===== src/rtl/hazard_stall_ctrl.sv =====
// Pipeline hazard/stall controller: load-use bubbles, taken-branch flushes and fixed-latency
// data-memory freezes, plus saturating stall/flush performance counters.
module hazard_stall_ctrl #(
  parameter int unsigned MEM_LAT = 2,
  parameter int unsigned CNT_W   = 32
) (
  input  logic             clk,
  input  logic             rst_n,
  input  logic [4:0]       id_rs1_addr,
  input  logic [4:0]       id_rs2_addr,
  input  logic             id_uses_rs1,
  input  logic             id_uses_rs2,
  input  logic             id_ex_mem_read,
  input  logic [4:0]       id_ex_rd_addr,
  input  logic             ex_branch_taken,
  input  logic             ex_mem_mem_access,
  input  logic             perf_clr,
  output logic             pc_write,
  output logic             if_id_write,
  output logic             if_id_flush,
  output logic             id_ex_write,
  output logic             id_ex_flush,
  output logic             ex_mem_write,
  output logic             mem_wb_flush,
  output logic             mem_busy,
  output logic [CNT_W-1:0] stall_cycles,
  output logic [CNT_W-1:0] flush_count
);

  localparam int unsigned      LatW    = $clog2(MEM_LAT + 1);
  localparam logic [LatW-1:0]  LatLast = LatW'(MEM_LAT - 1);

  logic [LatW-1:0]  lat_cnt_q, lat_cnt_d;
  logic             mem_busy_q;
  logic [CNT_W-1:0] stall_q, flush_q;
  logic             mem_stall, load_use, rs1_hit, rs2_hit;
  logic             stall_inc, flush_inc;

  // With MEM_LAT==1 lat_cnt never leaves 0 and LatLast is 0, so mem_stall stays low.
  assign mem_stall = ex_mem_mem_access && (lat_cnt_q != LatLast);

  assign rs1_hit  = id_uses_rs1 && (id_rs1_addr == id_ex_rd_addr);
  assign rs2_hit  = id_uses_rs2 && (id_rs2_addr == id_ex_rd_addr);
  assign load_use = id_ex_mem_read && (id_ex_rd_addr != 5'd0) && (rs1_hit || rs2_hit);

  always_comb begin
    pc_write     = 1'b1;
    if_id_write  = 1'b1;
    if_id_flush  = 1'b0;
    id_ex_write  = 1'b1;
    id_ex_flush  = 1'b0;
    ex_mem_write = 1'b1;
    mem_wb_flush = 1'b0;
    if (mem_stall) begin
      pc_write     = 1'b0;
      if_id_write  = 1'b0;
      id_ex_write  = 1'b0;
      ex_mem_write = 1'b0;
      mem_wb_flush = 1'b1;
    end else if (ex_branch_taken) begin
      // The dependent instruction of any load-use is squashed here, so no bubble is needed.
      if_id_flush = 1'b1;
      id_ex_flush = 1'b1;
    end else if (load_use) begin
      pc_write    = 1'b0;
      if_id_write = 1'b0;
      id_ex_flush = 1'b1;
    end
  end

  // Release cycle and idle both return to 0, so a following access pays full latency.
  assign lat_cnt_d = mem_stall ? (lat_cnt_q + LatW'(1)) : '0;

  assign stall_inc = mem_stall || (load_use && !ex_branch_taken);
  assign flush_inc = ex_branch_taken && !mem_stall;

  always_ff @(posedge clk or negedge rst_n) begin
    if (!rst_n) begin
      lat_cnt_q  <= '0;
      mem_busy_q <= 1'b0;
      stall_q    <= '0;
      flush_q    <= '0;
    end else begin
      lat_cnt_q  <= lat_cnt_d;
      mem_busy_q <= (lat_cnt_d != '0);
      if (perf_clr) begin
        stall_q <= '0;
        flush_q <= '0;
      end else begin
        if (stall_inc && !(&stall_q)) stall_q <= stall_q + CNT_W'(1);
        if (flush_inc && !(&flush_q)) flush_q <= flush_q + CNT_W'(1);
      end
    end
  end

  assign mem_busy     = mem_busy_q;
  assign stall_cycles = stall_q;
  assign flush_count  = flush_q;

endmodule

===== config.mk =====
export PLATFORM = sky130hd
export DESIGN_NAME = hazard_stall_ctrl
export DESIGN_NICKNAME = d
export VERILOG_FILES = /design/src/rtl/hazard_stall_ctrl.sv
export SDC_FILE = /design/constraint.sdc
export NUM_CORES = 1
export LEC_CHECK = 0
export BUFFER_PORTS_ARGS = -buffer_cell sky130_fd_sc_hd__buf_4
export CAP_MARGIN = 25
export CORE_MARGIN = 2
export CORE_UTILIZATION = 40
export DETAILED_ROUTE_END_ITERATION = 8
export PLACE_DENSITY = 0.67
export SYNTH_ARGS = -nofsm -noshare
export SYNTH_HDL_FRONTEND = slang
export SYNTH_SLANG_ARGS = --single-unit

===== constraint.sdc =====
create_clock -name clk -period 2.24 [get_ports clk]
set_input_delay 0.448 -clock clk [delete_from_list [all_inputs] [get_ports clk]]
set_output_delay 0.448 -clock clk [all_outputs]
set_load 0.05 [all_outputs]

==> results.md, run 1 <==
* Detailed Route WL at 10.7 mm
* Chip Height at just over 100 µm
* Via count of the routed design at 3790
* Crit-path cells: buf_8, or4_4, o21ai_2, inv_2, a31oi_4, buf_12, buf_12
* Register area share after synthesis at 0.421
* ANT cells at 0
* Post-synth EDFFs at 0
* Hold Path Cell Cnt at 4
* Die Wd at ~100 µm
* Power density cells at 520 nW/µm²
* Crit-path most repeated cell: buf_12
* Clk_lat worst skew at between 0.3 and 0.4 ns
* Fin Setup TNS at -0.0164 ns
* WL/cell at about 16 µm
* Initial Utilization at 0.409
* Reg clk slew, reported paths at 0.08 ns
* Crit path buf inv count at 4
* Worst path max stage delay at about 0.53 ns
* Worst rel slew slack at 0.616
* H-tree Lvls at 3
* Final Hold Viols at 0
* Mapped cell area at 3980 µm²
* First-pass GRT wire length at approximately 18 mm
* Slew Viols, Final at 0
* Global routing's busiest layer: met2
* Yosys warning count at 0
* Unrepaired setup endpoints after global routing: true
* Final hold slack at a little under 0.5 ns
* VDD IR-drop max at 0.000267 V
* Period minus WS final at ~2.2 ns
* Grt met1 use at 0.253
* Max frequency at roughly 0.44 GHz
* Drt drc at 0
* Syn avg cell area at about 9.4 µm²
* Status: complete, but fails checks
* Hold Path Sink: lat_cnt_q[1]
* Power Total at between 2 and 3 mW
* Worst hold-check path type: in2reg
* Post-route clock period utilization at 1.00
* Hold Crit Start: ex_mem_mem_access
* CTS tree: done
* Synth unique cells at 51
* Startpoint types: primary input
* P&R area growth vs syn at 36.4%
* Ys flop type: dfrtp_1
* Number of synthesized register bits at 67
* Root Driver: clkbuf_8
* # port buffers at 94
* GRT met3 Usage at 0.0434
* Slew @ Worst Pin at between 0.5 and 0.6 ns
* Violated checks: negative setup slack
* R2R Setup Slk at ~0.090 ns
* TritonCTS Buffers at 9
* Net count after synthesis at roughly 450
* Detailed Route Iter0 Violations at ~180
* Max clock buf depth at 2
* Top Family by Delay on Critical Path: simple AND/OR/NAND/NOR gates
* Worst path slowest cell: or4_4
* Core area at 9730 µm²
* Die ar. at about 11000 µm²
* Cell count along the critical path at 7
* Final WS setup at -0.00820 ns
* Largest net degree at the start of global routing at 54
* Final Cell Area at around 5400 µm²
* # nets final at 575
* Drt via density at 5.52
* Largest fanout on the critical path at 3
* Clk sinks at 67
* Rows at 36
* Hpwl dp at ~7.4 mm
* Max-capacitance violation count at 0
* CP Capture Type: primary output
* Placed inst area at about 5000 µm²
* Overflow after GRT at 0
* # setup viols final at 2
* 1st-pass router iterations at 4
* Crit path launch: id_ex_rd_addr[4]
* Antenna-violating nets left at 0
* Share of cells above drive strength 1 at 0.370
* Ys async rst share at 1.00
* R2r startpoint: stall_cycles[9]
* Vias in the first global route at approximately 3.6k
* Clock skew at 0.0174 ns
* Reg-to-reg endpoint: stall_cycles[9]
* Leak at between 2 and 2.5 nW
* Top-level I/O count at 95
* Critical Path AT at about 1.8 ns
* Syn Inst Count at between 400 and 500
* R2r worst-path depth at 8
* Worst endpoint required time at between 1.5 and 2 ns
* Initial antenna violation count at 0
* All-Layer GR Usage at 0.199
* Gpl congestion at about 0.83
* Setup CP Type: in2out
* Grt met2 use at 0.342
flip-flops by register name, summed over array words and instances (netlist names):
| name | flops |
|---|---|
| stall_cycles | 32 |
| mem_busy | 1 |
| flush_count | 32 |
| lat_cnt_q | 2 |
cell families (layout without fill, tap and decap cells):
logic type                 count (synthesis)  count (layout)  synth area share
xor gates and xnor gates                  34              34            0.0747
buffers and inverters                     35             164            0.0512
DFF                                       67              67             0.421
adders and majority gates                  3               3           0.00942
and+or+nand+nor                          204             204             0.299
muxes                                      7               7            0.0254
AOI/OAI and AO/OA                         75              75             0.119
where the power goes:
group          leakage [nW]  internal [mW]  switching (mW)
registers             0.898           1.22          0.0110
logic                  1.29          0.189           0.254
clock network         0.110          0.634           0.513
tightest hold or removal path: stages:
cell	delay [ns]
buf_4	0.12
nand2b_4	0.07
buf_4	0.12
nor2_1	0.04
worst max path at each step:
stage                      end
2_1_floorplan         pc_write
3_3_place_gp       if_id_write
3_5_place_dp   stall_cycles[4]
4_1_cts            if_id_write
5_1_grt            if_id_write
6_report              pc_write
stage by stage:
step	util	std cells	worst slack (ns)
final	0.559	687	-0.00820
after CTS	0.543	679	-0.00635
after floorplan	-	425	-0.0558
after global routing	0.559	687	-0.0501
after detailed placement	0.514	660	-0.0957
after global placement	0.514	660	-0.0736
routing by layer:
metal,share of wire,routed length [µm]
met5,0,0
met1,0.42,4510
met4,0.017,180
met2,0.51,5390
met3,0.055,591
cell usage in the layout, fill, tap and decap left out, drive strengths merged, types with 7 or more instances in the layout:
master and count:
and4 8, nand2 23, or3 10, xnor2 26, clkbuf 10, inv 13
nor4 7, dfrtp 67, xor2 8, nand3 32, a21oi 35, nand4 22
o21ai 12, or4 22, mux2 7, nor3 21, o31ai 20, nor2 44
buf 134
synth_stat cells, types with 8 or more instances:
library cell / n / share of area
or3_1: 10 / 0.016
nor3_1: 19 / 0.024
nand3_1: 29 / 0.036
or4_1: 22 / 0.041
nor2_1: 42 / 0.040
and4_1: 8 / 0.018
a21oi_1: 35 / 0.044
o31ai_1: 20 / 0.038
xnor2_1: 26 / 0.057
nand4_1: 21 / 0.033
buf_4: 9 / 0.017
xor2_1: 8 / 0.018
inv_1: 9 / 0.0085
dfrtp_1: 67 / 0.42
nand2_1: 23 / 0.022
cell type report:
class | instances | area [µm²]
fill | 894 | 4290
multi-input combinational | 323 | 2150
sequential | 67 | 1700
clock buffer | 9 | 124
tap | 133 | 166
clock inverter | 7 | 98.8
timing repair buffer | 137 | 1150
inverter | 11 | 41.3
repair_timing:
| item | CTS | global route |
|---|---|---|
| endpoints found under the hold margin | 20 | 0 |
| hold buffers | 1 | 0 |
| pin swaps | 0 | 9 |
| buffers inserted | 1 | 7 |
| gates cloned | 1 | 1 |
| setup endpoints to repair | 3 | 18 |
| gates resized for setup | 4 | 16 |
(Power assumes the default switching activity.)
==> run 2, diff against run 1 <==
--- a/config.mk
+++ b/config.mk
@@ -11,6 +11,7 @@
 export CORE_UTILIZATION = 40
 export DETAILED_ROUTE_END_ITERATION = 8
 export PLACE_DENSITY = 0.67
+export RECOVER_POWER = 100
 export SYNTH_ARGS = -nofsm -noshare
 export SYNTH_HDL_FRONTEND = slang
 export SYNTH_SLANG_ARGS = --single-unit
==> run 2 against run 1 <==
Clock power about the same. First-iteration DRC count increased by 1.1%. Utilization decreased by 2.8 points. The flow still finishes with violations (negative setup slack). Non-clock buffer count unchanged. Flip-flop and latch count unchanged. Total power decreased by 0.91%. Critical path depth unchanged. Highest routed layer unchanged. Via count increased by 0.47%.
==> results.md, run 2 (same netlist as run 1, synthesis figures left out) <==
* Crit path launch: id_ex_rd_addr[4]
* Violated checks: negative setup slack
* WL/cell at 15.5 µm (unchanged)
* Slew Viols, Final at 0 (unchanged)
* ANT cells at 0 (unchanged)
* Largest fanout on the critical path at 3 (unchanged)
* Critical Path AT at 1.80 ns (about the same)
* Die Wd at 104 µm (unchanged)
* Drt via density at 5.54 (+0.47%)
* Period minus WS final at 2.25 ns (+0.000202 ns)
* Final Hold Viols at 0 (unchanged)
* Most common cell after layout, fill and taps aside: clkbuf_1
* Overflow after GRT at 0 (unchanged)
* Detailed Route Iter0 Violations at 181 (+1.1%)
* # nets final at 575 (unchanged)
* Worst rel slew slack at 0.192 (-0.424)
* Worst endpoint required time at 1.79 ns (about the same)
* Worst hold-check path type: reg2reg
* Rows at 36 (unchanged)
* R2R Setup Slk at 0.08 ns (about the same)
* R2r worst-path depth at 8 (unchanged)
* H-tree Lvls at 3 (unchanged)
* Post-route clock period utilization at 1.00 (about the same)
* # setup viols final at 2 (unchanged)
* Hold Path Sink: mem_busy
* CTS tree: done
* Clk_lat worst skew at 0.36 ns (about the same)
* First-pass GRT wire length at 17.7 mm (unchanged)
* Setup CP Type: in2out
* Reg clk slew, reported paths at 0.08 ns (about the same)
* Via count of the routed design at 3808 (+0.47%)
* Root Driver: clkbuf_8
* Share of cells above drive strength 1 at 0.245 (-0.125)
* Detailed Route WL at 10.7 mm (unchanged)
* TritonCTS Buffers at 9 (unchanged)
* Leak at 2.04 nW (-11%)
* Layout Utilization at 0.531 (-0.0276)
* Max-capacitance violation count at 0 (unchanged)
* Hpwl dp at 7.36 mm (unchanged)
* Chip Height at 104 µm (unchanged)
* R2r startpoint: stall_cycles[6]
* Clk sinks at 67 (unchanged)
* Final WS setup at -0.00840 ns (-0.000202 ns)
* All-Layer GR Usage at 0.199 (unchanged)
* P&R area growth vs syn at 29.7%
* Status: complete, but fails checks
* Unrepaired setup endpoints after global routing: true
* Core area at 9730 µm² (unchanged)
* Slew @ Worst Pin at 1.21 ns (+0.635 ns)
* Max clock buf depth at 2 (unchanged)
* Reg-to-reg endpoint: stall_cycles[9]
* Startpoint types: primary input
* Drt drc at 0 (unchanged)
* 1st-pass router iterations at 4 (unchanged)
* VDD IR-drop max at 0.000270 V (+1.0%)
* Gpl congestion at 0.833 (unchanged)
* Commonest cells after routing, fill and taps aside: clkbuf_1, buf_4, dfrtp_1
* # port buffers at 94 (unchanged)
* Max frequency at 0.445 GHz (about the same)
* Top-level I/O count at 95 (unchanged)
* Initial Utilization at 0.409 (unchanged)
* Clock skew at 0.0187 ns (+0.00136 ns)
* Die ar. at 10800 µm² (unchanged)
* Hold Crit Start: lat_cnt_q[0]
* Power density cells at 542 nW/µm² (+4.2%)
* Final hold slack at 0.485 ns (+0.00426 ns)
* CP Capture Type: primary output
* Initial antenna violation count at 0 (unchanged)
* Largest net degree at the start of global routing at 54 (unchanged)
* Vias in the first global route at 3620 (unchanged)
* Antenna-violating nets left at 0 (unchanged)
* Hold Path Cell Cnt at 1 (-3)
run 2: power by group:
group	switching [mW]	internal, mW	leakage, nW	total, mW
clock network	0.509	0.634	0.110	1.14
logic	0.252	0.168	1.02	0.421
registers	0.0108	1.22	0.908	1.23
run 2: worst max-delay path: stages:
cell	delay (ns)
buf_8	0.10
or4_4	0.53
o21ai_2	0.17
inv_2	0.07
a31oi_4	0.21
buf_12	0.15
buf_12	0.13
run 2: worst max path at each step:
stage / end / slack, ns / cells after the start
floorplan: pc_write / -0.06 / 7
global placement: if_id_write / -0.07 / 7
detailed placement: stall_cycles[4] / -0.1 / 9
CTS: if_id_write / -0.006 / 7
global route: stall_cycles[18] / -0.05 / 6
finish: if_id_write / -0.008 / 7
run 2: cell type report:
class                           count  area (µm²)
Multi-Input combinational cell    323        2140
Sequential cell                    67        1690
Clock buffer                        9         124
Clock inverter                      7        98.8
Tap cell                          133         166
Fill cell                         966        4560
Inverter                           11        41.3
Timing Repair Buffer              137         903
run 2: metrics by stage:
| step | setup TNS [ns] | cells | power (mW) | setup WS (ns) | instance area, µm² |
|---|---|---|---|---|---|
| finish | -0.0168 | 687 | 2.80 | -0.00840 | 5170 |
| global route | -0.384 | 687 | 2.91 | -0.0507 | 5170 |
| CTS | -0.0126 | 679 | 2.81 | -0.00635 | 5280 |
| detailed placement | -1.50 | 660 | 1.63 | -0.0957 | 5000 |
| global placement | -0.388 | 660 | 1.63 | -0.0736 | 5000 |
| floorplan | -0.127 | 425 | 1.49 | -0.0558 | 4030 |
run 2: timing repair:
item                       in CTS  in global routing
pin swaps                       0                  9
hold endpoints to repair       20                  0
hold buffers                    1                  0
cloned                          1                  1
setup endpoints to repair       3                 18
gates resized for setup         4                 16
setup buffers                   1                  7
run 2: layer usage:
layer,vias up,global-route usage,share of wire
met5,-,0,0
met4,0,0.0560,0.018
met3,20,0.0434,0.058
met2,128,0.342,0.50
met1,1840,0.253,0.42
li1,1820,-,-
